$ cat src/rtl/mc_bus_transmitter.sv
// Transmit end of the global multicast bus: programs one tag per PE, then streams tagged words.
// Optional build macro TX_STALL_CNT_EN adds stall_cnt_o, a saturating count of stalled bus cycles.
module mc_bus_transmitter #(
    parameter int unsigned DATA_WIDTH = 16,
    parameter int unsigned TAG_WIDTH  = 4,
    parameter int unsigned NUM_PE     = 16,
    parameter int unsigned FIFO_DEPTH = 4,
    localparam int unsigned IW = (NUM_PE > 1) ? $clog2(NUM_PE) : 1
) (
    input  logic                  clk_i,
    input  logic                  rst_i,
    input  logic                  cfg_start_i,
    input  logic [TAG_WIDTH-1:0]  cfg_tag_i,
    output logic                  cfg_ack_o,
    output logic [IW-1:0]         cfg_idx_o,
    output logic                  cfg_done_o,
    input  logic [NUM_PE-1:0]     tag_lock_i,
    input  logic                  s_valid_i,
    output logic                  s_ready_o,
    input  logic [DATA_WIDTH-1:0] s_data_i,
    input  logic [TAG_WIDTH-1:0]  s_tag_i,
    input  logic                  flush_i,
    output logic                  bus_valid_o,
    output logic                  bus_cfg_o,
    output logic [IW-1:0]         bus_id_o,
    output logic [TAG_WIDTH-1:0]  bus_tag_o,
    output logic [DATA_WIDTH-1:0] bus_data_o,
    input  logic                  bus_ready_i
`ifdef TX_STALL_CNT_EN
    ,
    output logic [31:0]           stall_cnt_o
`endif
);

    localparam int unsigned PW = $clog2(FIFO_DEPTH);
    localparam int unsigned CW = $clog2(FIFO_DEPTH + 1);

    typedef enum logic [1:0] {StIdle, StCfgSend, StCfgWait, StStream} state_e;

    state_e                state_q;
    logic [IW-1:0]         idx_q;
    logic [DATA_WIDTH-1:0] data_mem_q [FIFO_DEPTH];
    logic [TAG_WIDTH-1:0]  tag_mem_q  [FIFO_DEPTH];
    logic [PW-1:0]         wr_ptr_q, rd_ptr_q;
    logic [CW-1:0]         count_q, count_d;

    logic in_stream, fifo_full, fifo_empty, push, pop, lock_hit;

    assign in_stream  = (state_q == StStream);
    assign fifo_full  = (count_q == CW'(FIFO_DEPTH));
    assign fifo_empty = (count_q == '0);
    assign push       = in_stream && !flush_i && !fifo_full && s_valid_i;
    assign pop        = in_stream && !fifo_empty && bus_ready_i;
    assign lock_hit   = (state_q == StCfgWait) && tag_lock_i[idx_q];

    always_comb begin
        count_d = count_q;
        case ({push, pop})
            2'b10:   count_d = count_q + CW'(1);
            2'b01:   count_d = count_q - CW'(1);
            default: count_d = count_q;
        endcase
    end

    always_ff @(posedge clk_i) begin
        if (rst_i) begin
            state_q  <= StIdle;
            idx_q    <= '0;
            wr_ptr_q <= '0;
            rd_ptr_q <= '0;
            count_q  <= '0;
        end else begin
            unique case (state_q)
                StIdle: begin
                    if (cfg_start_i) begin
                        state_q <= StCfgSend;
                        idx_q   <= '0;
                    end
                end
                StCfgSend: begin
                    if (bus_ready_i) state_q <= StCfgWait;
                end
                StCfgWait: begin
                    if (lock_hit) begin
                        if (idx_q == IW'(NUM_PE - 1)) begin
                            state_q <= StStream;
                        end else begin
                            idx_q   <= idx_q + IW'(1);
                            state_q <= StCfgSend;
                        end
                    end
                end
                StStream: begin
                    if (flush_i && fifo_empty) state_q <= StIdle;
                end
                default: state_q <= StIdle;
            endcase
            // Power-of-two depth lets the pointers wrap naturally.
            if (push) begin
                data_mem_q[wr_ptr_q] <= s_data_i;
                tag_mem_q[wr_ptr_q]  <= s_tag_i;
                wr_ptr_q             <= wr_ptr_q + PW'(1);
            end
            if (pop) rd_ptr_q <= rd_ptr_q + PW'(1);
            count_q <= count_d;
        end
    end

    always_comb begin
        s_ready_o   = in_stream && !flush_i && !fifo_full;
        cfg_ack_o   = lock_hit;
        cfg_idx_o   = idx_q;
        cfg_done_o  = in_stream;
        bus_valid_o = 1'b0;
        bus_cfg_o   = 1'b0;
        bus_id_o    = '0;
        bus_tag_o   = '0;
        bus_data_o  = '0;
        unique case (state_q)
            StCfgSend: begin
                bus_valid_o = 1'b1;
                bus_cfg_o   = 1'b1;
                bus_id_o    = idx_q;
                bus_tag_o   = cfg_tag_i;
            end
            StStream: begin
                if (!fifo_empty) begin
                    bus_valid_o = 1'b1;
                    bus_tag_o   = tag_mem_q[rd_ptr_q];
                    bus_data_o  = data_mem_q[rd_ptr_q];
                end
            end
            default: ;
        endcase
    end

`ifdef TX_STALL_CNT_EN
    logic [31:0] stall_cnt_q;

    always_ff @(posedge clk_i) begin
        if (rst_i || cfg_start_i) begin
            stall_cnt_q <= '0;
        end else if (in_stream && !fifo_empty && !bus_ready_i && (stall_cnt_q != '1)) begin
            stall_cnt_q <= stall_cnt_q + 32'd1;
        end
    end

    assign stall_cnt_o = stall_cnt_q;
`endif

endmodule

$ cat config.mk
export PLATFORM = sky130hd
export DESIGN_NAME = mc_bus_transmitter
export DESIGN_NICKNAME = d
export VERILOG_FILES = /design/src/rtl/mc_bus_transmitter.sv
export SDC_FILE = /design/constraint.sdc
export NUM_CORES = 1
export LEC_CHECK = 0
export CAP_MARGIN = 40
export CORE_MARGIN = 2
export CORE_UTILIZATION = 35
export CTS_BUF_LIST = sky130_fd_sc_hd__clkbuf_8
export CTS_CLUSTER_DIAMETER = 80
export DETAILED_ROUTE_END_ITERATION = 10
export SLEW_MARGIN = 25
export SYNTH_ARGS = -nofsm -noshare
export SYNTH_HDL_FRONTEND = slang
export SYNTH_SLANG_ARGS = --single-unit
$ cat constraint.sdc
create_clock -name clk_i -period 2.42 [get_ports clk_i]
set_clock_uncertainty 0.1 [all_clocks]
set_input_delay 0.484 -clock clk_i [delete_from_list [all_inputs] [get_ports clk_i]]
set_output_delay 0.484 -clock clk_i [all_outputs]
set_load 0.02 [all_outputs]
==> results of run 1 <==
worst min-delay path by stage:
stage | startpoint | slack [ps] | endpoint
2_1_floorplan | wr_ptr_q[1] | 370 | wr_ptr_q[1]
3_3_place_gp | wr_ptr_q[1] | 390 | wr_ptr_q[1]
3_5_place_dp | wr_ptr_q[1] | 400 | wr_ptr_q[1]
4_1_cts | wr_ptr_q[1] | 410 | wr_ptr_q[1]
5_1_grt | rd_ptr_q[1] | 450 | rd_ptr_q[1]
6_report | wr_ptr_q[1] | 410 | wr_ptr_q[1]
where the power goes:
| group | internal, W | total (W) | switching, W | leakage [nW] |
|---|---|---|---|---|
| combinational | 0.000125 | 0.000217 | 0.0000921 | 1.08 |
| clock | 0.000480 | 0.00103 | 0.000546 | 0.0962 |
| sequential | 0.00177 | 0.00177 | 0.00000334 | 0.842 |
layout make-up:
type | instances | area [um2] | share of cell area (%)
sequential | 95 | 2710 | 48.5
inverter | 5 | 18.8 | 0.336
tap | 143 | 179 | 3.20
multi-input combinational | 138 | 1350 | 24.2
clock buffer | 9 | 124 | 2.22
clock inverter | 7 | 72.6 | 1.30
timing repair buffer | 121 | 1130 | 20.2
timing repair:
item | CTS | global route
gates resized for setup | 95 | 26
hold endpoints to repair | 0 | 0
cloned | 1 | 0
setup buffers | 3 | 1
endpoints found under the setup margin | 27 | 15
pin swaps | 0 | 6
registers in the layout, indices dropped and copies added, names as in the netlist, named ones only:
register and cells:
tag_mem_q 16, data_mem_q 64, rd_ptr_q 2, wr_ptr_q 2, count_q 3, cfg_idx_o 4, state_q 2
synth_stat cells, drive strengths merged (4+ instances only):
| cell | number | area (um2) |
|---|---|---|
| o21ai | 5 | 28.8 |
| edfxtp | 80 | 2400 |
| dfxtp | 15 | 300 |
| mux2i | 7 | 70.1 |
| buf | 5 | 33.8 |
| a21oi | 5 | 25.0 |
| mux4 | 20 | 450 |
| clkbuf | 6 | 22.5 |
| nand2 | 4 | 15.0 |
| ha | 6 | 75.1 |
| nor3 | 4 | 20.0 |
| and2 | 25 | 158 |
| a22o | 4 | 35.0 |
| nand2b | 4 | 25.0 |
| inv | 5 | 18.8 |
| mux2 | 6 | 71.3 |
| nor2 | 17 | 63.8 |
layout by cell type, fill, tap and decap left out, drive strengths merged, types with 3 or more instances in the layout:
cell type / synthesis / layout
clkbuf: 6 / 9
nor2: 17 / 17
clkdlybuf4s50: 0 / 49
nor3b: 3 / 3
xnor2: 3 / 3
mux4: 20 / 20
edfxtp: 80 / 80
o21ai: 5 / 5
a21oi: 5 / 5
nor3: 4 / 4
dfxtp: 15 / 15
and2: 25 / 25
buf: 5 / 64
a22o: 4 / 4
inv: 5 / 7
ha: 6 / 6
nand2: 4 / 4
mux2: 6 / 6
dlygate4sd2: 0 / 6
nand2b: 4 / 4
a211oi: 3 / 3
mux2i: 7 / 7
metrics by stage:
step | area [um2] | total power [W] | setup WS [ps]
4_1_cts | 5550 | 0.00305 | -56.9
3_5_place_dp | 5380 | 0.00203 | -497
2_1_floorplan | 4100 | 0.00189 | 18.1
3_3_place_gp | 5380 | 0.00203 | -455
5_1_grt | 5590 | 0.00313 | -16.1
6_report | 5590 | 0.00302 | 44.0
kinds of logic (layout without fill, tap and decap cells):
logic type                 count (synthesis)  after routing  share of synthesized area [%]
DFF                                       95             95                           66.2
muxes                                     33             33                           14.5
xor gates and xnor gates                   5              5                           1.07
and+or+nand+nor                           66             66                           8.82
adders and majority gates                  7              7                           2.33
buffers and inverters                     16            142                           1.84
AOI/OAI and AO/OA                         27             27                           5.30
worst max-delay path: stages, from the launching register on:
cell,delay (ps)
dfxtp_4,410
buf_12,140
buf_6,90
mux4_2,480
a22o_1,200
buf_6,130
routing by layer:
layer,up-vias,global-route usage (%)
li1,1204,-
met1,1250,19.1
met2,68,23.4
met3,5,3.78
met4,0,3.90
met5,-,0
==> flow_summary_export.csv, run 1 <==
group,metric,value,unit
placed_design,port_buffers,78,
floorplanning,initial_core_util,35.8,%
grt,gr-usage-all-layers,14.3,%
logic_synthesis,async_reset_ff_share,0,%
setup_path,r2r_slack,130,ps
clocking,cts.htree.levels,3,
floorplanning,rows,39,
setup_path,endpoint,"bus_tag_o[3]",
clocking,clockBufferDepth,2,
logic_synthesis,synthFlopType,"edfxtp_1",
logic_synthesis,yosysSeqAreaShare,66.2,%
placed_design,placedCellCount,498,
job,max-cap-violations,0,
timing,worst_pin_slew,399,ps
layout,final_nets,423,
drt,route.met3.wl,484,um
drt,drtIter0Drc,127,
timing,slew_headroom,73.4,%
power,ir_worst_vdd,433,uV
grt,grt-ovfl-total,0,
grt,grt_max_degree,21,
setup_path,worstReg2RegEnd,"count_q[2]",
layout,fin_cells,518,
setup_path,required,1840,ps
drt,met1Wirelength,3960,um
logic_synthesis,syn_area,0.00409,mm2
clocking,path_clk_slew,90,ps
timing,whs,413,ps
floorplanning,core,0.0114,mm2
layout,syn_to_final_growth,36.8,%
drt,drc,0,
drt,top_layer_used,"met4",
clocking,clkLatencyLatePin,350,ps
power,p_leak,2.02,nW
drt,drt-total-wl,8720,um
layout,num-fill-cells,1022,
setup_path,criticalPathCategory,"reg -> out",
clocking,cts_root_buffer,"clkbuf_8",
floorplanning,fp.dieH,112,um
setup_path,ff2ff_path_depth,9,
floorplanning,die_area,0.0126,mm2
hold_path,worstHoldPathCells,2,
layout,antenna_cells,0,
timing,setup_viol_count_final,0,
grt,grt_pass1_vias,2676,
setup_path,reg2reg_from,"count_q[0]",
logic_synthesis,synth_edf_count,80,
setup_path,critPathLaunchType,"flip-flop",
timing,fin_setup_tns,0,ps
logic_synthesis,yosysWarnings,0,
drt,drtAntennaViolNets,0,
timing,post-route-min-period,2380,ps
floorplanning,io_pins,79,
grt,antenna_found_initial,0,
logic_synthesis,synth-seq-cells,95,
placed_design,dp_hpwl,5870,um
setup_path,critPathCaptureType,"output pin",
placed_design,place_congestion,0.805,
timing,rsz0062_at_grt,"true",
run_status,status,"complete, no violations",
power,p_per_area,540,mW/mm2
clocking,cts_sinks,95,
drt,wl_met2,4230,um
clocking,cts_buffers,9,
drt,dr.pass1.iters,4,
drt,via_per_inst,4.88,
grt,grt_pass1_wl,13900,um
layout,final_layout_size_suffix_gt1_share,33.9,%
layout,final_core_util,49.0,%
setup_path,arrival,1790,ps
drt,dr_total_vias,2527,
logic_synthesis,syn_nets,302,
logic_synthesis,synth_cells,249,
timing,slew_viol_final,0,
timing,hold_viol,0,
clocking,cts_tree,"built",
timing,fmax,421,MHz
clocking,cts_hold_buf,0,
setup_path,path_max_fanout,6,
logic_synthesis,syn_avg_cell_area,16.4,um2
logic_synthesis,synth_cell_types,43,
timing,period_share,98.2,%
floorplanning,die-width,112,um
hold_path,hp-class,"reg -> reg",
drt,wl_per_cell,16.8,um
Note: power is estimated with default switching activity, not from simulation.
==> inputs of run 2 (changes only) <==
--- a/config.mk
+++ b/config.mk
@@ -11,6 +11,7 @@
 export CTS_BUF_LIST = sky130_fd_sc_hd__clkbuf_8
 export CTS_CLUSTER_DIAMETER = 80
 export DETAILED_ROUTE_END_ITERATION = 10
+export GPL_ROUTABILITY_DRIVEN = 0
 export SLEW_MARGIN = 25
 export SYNTH_ARGS = -nofsm -noshare
 export SYNTH_HDL_FRONTEND = slang
==> results of run 2 <==
Final layout, timing and power as in run 1 (identical DEF).
